## config.mk

```make
export PLATFORM = sky130hd
export DESIGN_NAME = cic_decimator_mc
export DESIGN_NICKNAME = d
export VERILOG_FILES = /design/src/rtl/cic_decimator_mc.sv
export SDC_FILE = /design/constraint.sdc
export NUM_CORES = 2
export LEC_CHECK = 0
export CELL_PAD_IN_SITES_DETAIL_PLACEMENT = 0
export CELL_PAD_IN_SITES_GLOBAL_PLACEMENT = 1
export CORE_MARGIN = 4
export CORE_UTILIZATION = 40
export DETAILED_ROUTE_END_ITERATION = 10
export HOLD_SLACK_MARGIN = 0.1
export PLACE_DENSITY = 0.68
export SYNTH_ARGS = -nofsm -noshare
export SYNTH_HDL_FRONTEND = slang
export SYNTH_SLANG_ARGS = --single-unit
```

## constraint.sdc

```tcl
create_clock -name clk -period 26.5 [get_ports clk]
set_clock_uncertainty 0.15 [all_clocks]
set_input_delay 3.975 -clock clk [delete_from_list [all_inputs] [get_ports clk]]
set_output_delay 3.975 -clock clk [all_outputs]
set_load 0.005 [all_outputs]
```

## src/rtl/cic_decimator_mc.sv

```systemverilog
`default_nettype none
// ============================================================================
// Module      : cic_decimator_mc
// Description : Multi-channel CIC decimator with a runtime power-of-two rate,
//               valid/ready streaming on both sides and exact gain
//               normalisation (round-half-up, saturate).
//               CH lanes share one phase counter and one control path.
//
// Ports
//   clk        : clock, rising edge
//   rst_n      : synchronous active-low reset
//   rate_log2  : decimation exponent (0 -> 1, >RL_MAX -> RL_MAX)
//   in_valid   : input beat valid
//   in_ready   : input beat accepted when in_valid && in_ready
//   in_data    : CH x W signed samples, channel c at [c*W +: W]
//   out_valid  : decimated beat valid
//   out_ready  : downstream accepts
//   out_data   : CH x OW signed samples, channel c at [c*OW +: OW]
//   rate_busy  : high during the single rate-change flush cycle
//
// Revision    : 1.0  initial release
// ============================================================================
module cic_decimator_mc #(
    parameter int W      = 16,
    parameter int OW     = 16,
    parameter int CH     = 4,
    parameter int N      = 3,
    parameter int M      = 1,
    parameter int RL_MAX = 6
) (
    input  logic                       clk,
    input  logic                       rst_n,
    input  logic [$clog2(RL_MAX+1)-1:0] rate_log2,
    input  logic                       in_valid,
    output logic                       in_ready,
    input  logic [CH*W-1:0]            in_data,
    output logic                       out_valid,
    input  logic                       out_ready,
    output logic [CH*OW-1:0]           out_data,
    output logic                       rate_busy
);

    localparam int c_rlw = $clog2(RL_MAX + 1);
    // Datapath width large enough that the wrapped result is exact at the
    // largest rate; smaller rates simply use fewer of the bits.
    localparam int c_dw  = W + N * (RL_MAX + M - 1);
    // Scaling width: room for the left shift (OW > W) plus rounding carry.
    localparam int c_ew  = c_dw + (OW - W) + 2;
    localparam int c_pw  = RL_MAX;
    localparam int c_pw1 = RL_MAX + 1;

    // ------------------------------------------------------------------
    // State
    // ------------------------------------------------------------------
    logic [c_dw-1:0]  r_integ [CH][N];
    logic [c_dw-1:0]  r_dly   [CH][N][M];
    logic [c_pw-1:0]  r_phase;
    logic             r_snap;
    logic [c_rlw-1:0] r_rl;
    logic             r_out_valid;
    logic [CH*OW-1:0] r_out_data;

    // ------------------------------------------------------------------
    // Control
    // ------------------------------------------------------------------
    logic [c_rlw-1:0]  w_rate_sat;
    logic [c_pw1-1:0]  w_last;
    logic              w_bnd;
    logic              w_flush;
    logic              w_load;
    logic              w_accept;

    always_comb begin
        w_rate_sat = rate_log2;
        if (rate_log2 == '0)
            w_rate_sat = c_rlw'(1);
        else if (rate_log2 > c_rlw'(RL_MAX))
            w_rate_sat = c_rlw'(RL_MAX);
    end

    // Phase value of the last beat of a block: 2^rl - 1.
    assign w_last   = (c_pw1'(1) << r_rl) - c_pw1'(1);
    assign w_bnd    = ({1'b0, r_phase} == w_last);

    // A rate change never interrupts a pending snapshot.
    assign w_flush  = (w_rate_sat != r_rl) && !r_snap;
    assign w_load   = r_snap && (!r_out_valid || out_ready);
    assign in_ready = !w_flush && !(r_snap && r_out_valid && !out_ready);
    assign w_accept = in_valid && in_ready;

    assign rate_busy = w_flush;
    assign out_valid = r_out_valid;
    assign out_data  = r_out_data;

    // ------------------------------------------------------------------
    // Integrator cascade: each stage adds the freshly updated value of the
    // previous stage, so the last stage already includes the current beat.
    // ------------------------------------------------------------------
    logic [c_dw-1:0] w_integ_nx [CH][N];

    always_comb begin
        for (int c = 0; c < CH; c++) begin
            w_integ_nx[c][0] = r_integ[c][0] +
                {{(c_dw-W){in_data[c*W+W-1]}}, in_data[c*W +: W]};
            for (int k = 1; k < N; k++)
                w_integ_nx[c][k] = r_integ[c][k] + w_integ_nx[c][k-1];
        end
    end

    // ------------------------------------------------------------------
    // Comb chain (combinational), fed by the frozen last integrator.
    // ------------------------------------------------------------------
    logic [c_dw-1:0] w_comb_in  [CH][N];
    logic [c_dw-1:0] w_comb_out [CH];

    always_comb begin
        for (int c = 0; c < CH; c++) begin
            w_comb_in[c][0] = r_integ[c][N-1];
            for (int k = 1; k < N; k++)
                w_comb_in[c][k] = w_comb_in[c][k-1] - r_dly[c][k-1][M-1];
            w_comb_out[c] = w_comb_in[c][N-1] - r_dly[c][N-1][M-1];
        end
    end

    // ------------------------------------------------------------------
    // Gain normalisation: shift by N*(rl+M-1) - (OW-W).
    // The rounding constant (1<<rsh)>>1 is 2^(S-1) for S>0 and 0 otherwise,
    // so one expression covers both shift directions.
    // ------------------------------------------------------------------
    logic signed [15:0]      w_shamt;
    logic [7:0]              w_rsh;
    logic [7:0]              w_lsh;
    logic signed [c_ew-1:0]  w_ext [CH];
    logic signed [c_ew-1:0]  w_rnd [CH];
    logic signed [c_ew-1:0]  w_sh  [CH];
    logic [CH*OW-1:0]        w_scaled;

    assign w_shamt = 16'(N * (int'(r_rl) + M - 1) - (OW - W));
    assign w_rsh   = (w_shamt > 0) ? w_shamt[7:0] : 8'd0;
    assign w_lsh   = (w_shamt < 0) ? 8'(-w_shamt) : 8'd0;

    always_comb begin
        w_scaled = '0;
        for (int c = 0; c < CH; c++) begin
            w_ext[c] = {{(c_ew-c_dw){w_comb_out[c][c_dw-1]}}, w_comb_out[c]};
            w_rnd[c] = w_ext[c] + ((c_ew'(1) << w_rsh) >> 1);
            w_sh[c]  = (w_rnd[c] >>> w_rsh) <<< w_lsh;
            if (!w_sh[c][c_ew-1] && (|w_sh[c][c_ew-2:OW-1]))
                w_scaled[c*OW +: OW] = {1'b0, {(OW-1){1'b1}}};
            else if (w_sh[c][c_ew-1] && !(&w_sh[c][c_ew-2:OW-1]))
                w_scaled[c*OW +: OW] = {1'b1, {(OW-1){1'b0}}};
            else
                w_scaled[c*OW +: OW] = w_sh[c][OW-1:0];
        end
    end

    // ------------------------------------------------------------------
    // Sequential update
    // ------------------------------------------------------------------
    always_ff @(posedge clk) begin
        if (!rst_n) begin
            for (int c = 0; c < CH; c++) begin
                for (int k = 0; k < N; k++) begin
                    r_integ[c][k] <= '0;
                    for (int j = 0; j < M; j++)
                        r_dly[c][k][j] <= '0;
                end
            end
            r_phase     <= '0;
            r_snap      <= 1'b0;
            r_rl        <= w_rate_sat;
            r_out_valid <= 1'b0;
            r_out_data  <= '0;
        end else begin
            if (w_flush) begin
                for (int c = 0; c < CH; c++) begin
                    for (int k = 0; k < N; k++) begin
                        r_integ[c][k] <= '0;
                        for (int j = 0; j < M; j++)
                            r_dly[c][k][j] <= '0;
                    end
                end
                r_phase <= '0;
                r_rl    <= w_rate_sat;
            end else begin
                if (w_accept) begin
                    for (int c = 0; c < CH; c++)
                        for (int k = 0; k < N; k++)
                            r_integ[c][k] <= w_integ_nx[c][k];
                    r_phase <= w_bnd ? '0 : r_phase + c_pw'(1);
                end
                // Comb delay lines advance only when a snapshot is taken.
                if (w_load) begin
                    for (int c = 0; c < CH; c++) begin
                        for (int k = 0; k < N; k++) begin
                            r_dly[c][k][0] <= w_comb_in[c][k];
                            for (int j = 1; j < M; j++)
                                r_dly[c][k][j] <= r_dly[c][k][j-1];
                        end
                    end
                end
                r_snap <= (r_snap && !w_load) || (w_accept && w_bnd);
            end

            // Flush cycles never load (snap is 0), so draining still works.
            if (w_load) begin
                r_out_data  <= w_scaled;
                r_out_valid <= 1'b1;
            end else if (out_ready) begin
                r_out_valid <= 1'b0;
            end
        end
    end

endmodule
`default_nettype wire

```

* Word-level counts from Yosys, hierarchy flattened *
Memories as Yosys holds them, arrays and structs flattened.
Cells that the tools add are included.
W data, S select, Z words.

storage, ports and cells
  RAM bits = 816
  logic and storage cells = 226
  input bits = 71
  bits in registers = 75
  output and inout port bits = 67
  memories = 2

operators by class
  $lt $le $gt $ge = 3
  shift operators = 10
  bitwise gates (word level) = 49
  mux-type cells = 77
  equality and inequality tests = 3
  reduce and logical (&&, ||, !) cells = 43
  add/subtract/negate cells = 33
  $mul = 1

memories
  name     words  bits a word  read ports  clocked after memory_dff  wr ports  line  RTL
  r_dly    4      102          4           0                         4         56    logic [c_dw-1:0] r_dly [CH][N][M];
  r_integ  4      102          4           0                         4         55    logic [c_dw-1:0] r_integ [CH][N];

operators with widths
  kind                    count
  $mux W34                48
  $add A34 B34 Y34        12
  $sub A34 B34 Y34        12
  $add A34 B36 Y36        4
  $sshl A36 B8 Y36        4
  $sshr A36 B8 Y36        4
  $mux W16                8
  $reduce_and A20 Y1      4
  $reduce_or A20 Y1       4
  $or A1 B1 Y1            48
  $shl A1 B8 Y36 const A  1
  $logic_and A1 B1 Y1     16
  $mux W8                 2
  $logic_not A1 Y1        14
  $mux W1                 14
  $mux W3                 4
  $gt A8 B1 Y1 const B    1
  $lt A8 B1 Y1 const B    1
  $mul A3 B5 Y8 const A   1
  $neg A8 Y8              1
  $eq A6 B7 Y1            1
  $shl A1 B3 Y7 const A   1
  $sub A7 B2 Y7 const B   1
  $add A6 B1 Y6 const B   1
  11 further kinds        12

* Logic depth before layout (Yosys ltp) *
  depth in word-level cells = 14
  mapped depth = 59
  mapped depth without buffers = 58

* Worst setup path before layout *
Ideal clock, no wire load.

  kind = input to register
  start = in rst_n
  end = mem r_dly[0][0] (netlist bit), enable pin
  arrival = 13.014 ns
  setup slack = 9.679 ns
  cell stages on the path = 4
  data required time = 22.693 ns
  library setup time = 3.657 ns
  path buffers = 3
  cell sequence = clkbuf_1 -> clkbuf_1 -> clkbuf_1 -> nand3_1

RTL lines
  element      line  RTL
  from (decl)  32    input logic rst_n,
  to (decl)    56

==> results.sh <==
export IMPL_run_status="completed"
export IMPL_place_area_um2=88680
export IMPL_synthCells=9555
export IMPL_top_cell_type_s_share_of_synthesized_area_pct=29.20
export IMPL_sum_of_buffers_and_inverters_on_the_critical_path=2
export IMPL_worst_r2r_startpoint="r_integ[0][0]$_SDFFCE_PN0P_"
export IMPL_dr_first_iter_drc_count=4482
export IMPL_top_ports=138
export IMPL_cts_root_buf="sky130_fd_sc_hd__clkbuf_16"
export IMPL_grtUsageMet3_pct=2.908
export IMPL_start_util_pct=40.18
export IMPL_cpMostUsedCell="sky130_fd_sc_hd__a21o_1"
export IMPL_cts_hold_buffers_added=0
export IMPL_per_instance_average_area_after_synthesis_um2=8.813
export IMPL_cp_num_cells=55
export IMPL_syn_num_nets=10580
export IMPL_report_final_hold_viol_count=0
export IMPL_cts_buffers=112
export IMPL_cts_num_sinks=891
export IMPL_routed_wire_length_um=232700
export IMPL_worst_slew_margin_rel_pct=11.52
export IMPL_worstPathArrival_ns=13.39
export IMPL_site_row_count=168
export IMPL_floorplan_die_area_um2=217900
export IMPL_hpwlAfterDp_um=173800
export IMPL_start_kind="flip-flop"
export IMPL_holdCritPathClass="reg2reg"
export IMPL_maxCapViolCount=0
export IMPL_gp_congestion=0.9296
export IMPL_post_synth_top_area_cell="sky130_fd_sc_hd__edfxtp_1"
export IMPL_timing_final_crit_share_pct=48.94
export IMPL_timing_critical_path_required_ns=26.92
export IMPL_post_synth_instance_area_um2=84210
export IMPL_dr_drc_count=0
export IMPL_routed_via_density=5.543
export IMPL_port_buffers=137
export IMPL_layout_core_utilization_pct=44.08
export IMPL_grt_setup_unrepaired="no"
export IMPL_die_height_um=466.8
export IMPL_first_pass_grt_wire_length_um=368300
export IMPL_fp_dieW_um=466.8
export IMPL_async_reset_ff_share_pct=0
export IMPL_final_design_area_no_fill_um2=92380
export IMPL_route_detailed_wl_per_inst_um=18.64
export IMPL_holdPathStages=2
export IMPL_critical_path_max_stage_delay_ns=1.00
export IMPL_maximum_number_of_pins_on_one_net_before_global_route_repair=191
export IMPL_met1_capacity_usage_during_global_routing_pct=30.85
export IMPL_antenna_found_initial=11
export IMPL_antenna_left=0
export IMPL_synth_flop_cell="sky130_fd_sc_hd__edfxtp_1"
export IMPL_first_pass_iters=5
export IMPL_synth_ff_latch_count=891
export IMPL_post_synth_top_count_cell="sky130_fd_sc_hd__ha_1"
export IMPL_gr_usage_all_layers_pct=20.73
export IMPL_postCtsResizedCells=0
export IMPL_ys_top_cells_by_area="sky130_fd_sc_hd__edfxtp_1, sky130_fd_sc_hd__ha_1, sky130_fd_sc_hd__xnor2_1, sky130_fd_sc_hd__a21oi_1, sky130_fd_sc_hd__and2_1"
export IMPL_yosys_top_cells_count="sky130_fd_sc_hd__ha_1, sky130_fd_sc_hd__nor2_1, sky130_fd_sc_hd__edfxtp_1"
export IMPL_clock_path_buffers=3
export IMPL_cts_max_level=3
export IMPL_holdCritStartpoint="out_data[5]$_SDFFE_PN0P_"
export IMPL_cts_tree="yes"
export IMPL_nNetsFinal=10610
export IMPL_fin_worst_hold_slack_ns=0.3198
export IMPL_synth_edf_count=819
export IMPL_yosysWarningCount=0
export IMPL_grt_overflow=0
export IMPL_top_cell_family_by_delay_on_the_critical_path="compound AO/OA/AOI/OAI gates"
export IMPL_setup_buffers_after_cts=0
export IMPL_final_setup_viol_count=0
export IMPL_crit_start="r_integ[0][0]$_SDFFCE_PN0P_"
export IMPL_worst_pin_slew_ns=1.321
export IMPL_synth_yosys_seq_area_share_pct=30.92
export IMPL_min_to="out_data[5]$_SDFFE_PN0P_"
export IMPL_crit_path_end_kind="flip-flop"
export IMPL_final_period_minus_worst_setup_slack_ns=12.97
export IMPL_grt_met2_usage_pct=31.27
export IMPL_reg_to_reg_setup_timing_slack_ns=13.53
export IMPL_placeableCoreArea_um2=209600
export IMPL_cp_max_fo=15
export IMPL_timing_final_max_slew_violations=0
export IMPL_via_count_of_the_first_global_routing_pass=65860
export IMPL_reg2reg_depth=55
export IMPL_r2r_end="out_data[8]$_SDFFE_PN0P_"
export IMPL_worst_setup_hold_path_clk_slew_ns=0.06
export IMPL_setup_total_negative_slack_ns=0
export IMPL_layout_cells_sized_above_1_pct=4.476
export IMPL_synthToLayoutAreaGrowth_pct=9.705
export IMPL_critical_path_slowest_cell="sky130_fd_sc_hd__a31oi_1"
export IMPL_crit_type="reg2reg"
export IMPL_synth_distinct_cells=99
export IMPL_clock_insertion_delay_worst_skew_ns=0.77
export IMPL_routed_via_count=69190
export IMPL_grt_most_used_layer="met2"
export IMPL_max_freq_mhz=77.11
-- cells by family after synthesis --
group                    after synthesis  synth area share, %
AO/OA/AOI/OAI                       2622                20.44
XOR/XNOR                             796                8.417
adder cells (fa/ha/maj)              956                14.45
buffers and inverters                967                4.318
flip-flops                           891                30.92
multiplexers                         230                3.044
AND/OR/NAND/NOR                     3093                18.41
-- worst reg2reg max path, delay by kind of cell (launching register included) --
family                   cells  cell delay, ns
XOR/XNOR                     3            0.37
adder cells (fa/ha/maj)      5            1.37
AND/OR/NAND/NOR             14            2.37
flip-flops                   1            0.39
AO/OA/AOI/OAI               31            7.89
buffers and inverters        2            0.25
-- area by class of cell --
type / count / area [µm²]
antenna: 4 / 10.01
clock buffer: 148 / 3045
clock inverter: 60 / 650.6
fill: 20480 / 117200
inverter: 672 / 2527
multi-input combinational: 7697 / 54680
sequential: 891 / 26040
tap: 2805 / 3510
timing repair buffer: 206 / 1928
-- state kept, by name, indices dropped and copies added, names as in the netlist --
register	count
r_dly	408
r_snap	1
out_valid	1
r_rl	3
r_integ	408
r_phase	6
out_data	64
-- layer usage --
layer	vias up	part of all wire (%)
li1	34970	-
met1	32630	51
met2	1333	41
met3	247	5.0
met4	2	2.6
met5	-	0.0052
-- stage by stage --
stage,worst slack (ns),std cells
3_3_place_gp,13.73,12270
5_1_grt,12.30,12480
3_5_place_dp,13.58,12270
2_1_floorplan,9.679,9555
6_report,13.53,12480
4_1_cts,13.51,12480
-- worst max path at each step --
stage	endpoint	slack, ns
after floorplan	r_dly[0][0]$_SDFFCE_PN0P_	9.68
after global placement	out_data[8]$_SDFFE_PN0P_	13.73
after detailed placement	out_data[8]$_SDFFE_PN0P_	13.58
after CTS	out_data[8]$_SDFFE_PN0P_	13.51
after global routing	out_data[8]$_SDFFE_PN0P_	12.30
final	out_data[8]$_SDFFE_PN0P_	13.53
-- placed cells by master, fill, tap and decap left out, types with 44 or more instances in the layout --
master / netlist / routed
sky130_fd_sc_hd__a211oi_1: 166 / 166
sky130_fd_sc_hd__a21o_1: 308 / 308
sky130_fd_sc_hd__a21oi_1: 764 / 764
sky130_fd_sc_hd__a31oi_1: 89 / 89
sky130_fd_sc_hd__and2_1: 509 / 507
sky130_fd_sc_hd__and3_1: 299 / 298
sky130_fd_sc_hd__buf_4: 0 / 66
sky130_fd_sc_hd__clkbuf_16: 0 / 115
sky130_fd_sc_hd__clkdlybuf4s50_1: 0 / 136
sky130_fd_sc_hd__dfxtp_1: 72 / 72
sky130_fd_sc_hd__edfxtp_1: 819 / 819
sky130_fd_sc_hd__ha_1: 928 / 925
sky130_fd_sc_hd__inv_1: 671 / 669
sky130_fd_sc_hd__mux2i_1: 174 / 174
sky130_fd_sc_hd__nand2_1: 555 / 553
sky130_fd_sc_hd__nand2b_1: 119 / 119
sky130_fd_sc_hd__nand3_1: 176 / 174
sky130_fd_sc_hd__nand4_1: 50 / 50
sky130_fd_sc_hd__nor2_1: 847 / 834
sky130_fd_sc_hd__nor2b_1: 97 / 96
sky130_fd_sc_hd__nor3_1: 230 / 230
sky130_fd_sc_hd__o211ai_1: 56 / 56
sky130_fd_sc_hd__o21a_1: 135 / 135
sky130_fd_sc_hd__o21ai_0: 441 / 440
sky130_fd_sc_hd__o21bai_1: 149 / 149
sky130_fd_sc_hd__o31ai_1: 44 / 44
sky130_fd_sc_hd__or2_2: 49 / 47
sky130_fd_sc_hd__or3_1: 54 / 54
sky130_fd_sc_hd__xnor2_1: 543 / 543
sky130_fd_sc_hd__xor2_1: 245 / 245
Power is left out: the tool's default activity adds up to more than one toggle a clock period on the data nets, which glitch-free logic cannot reach.
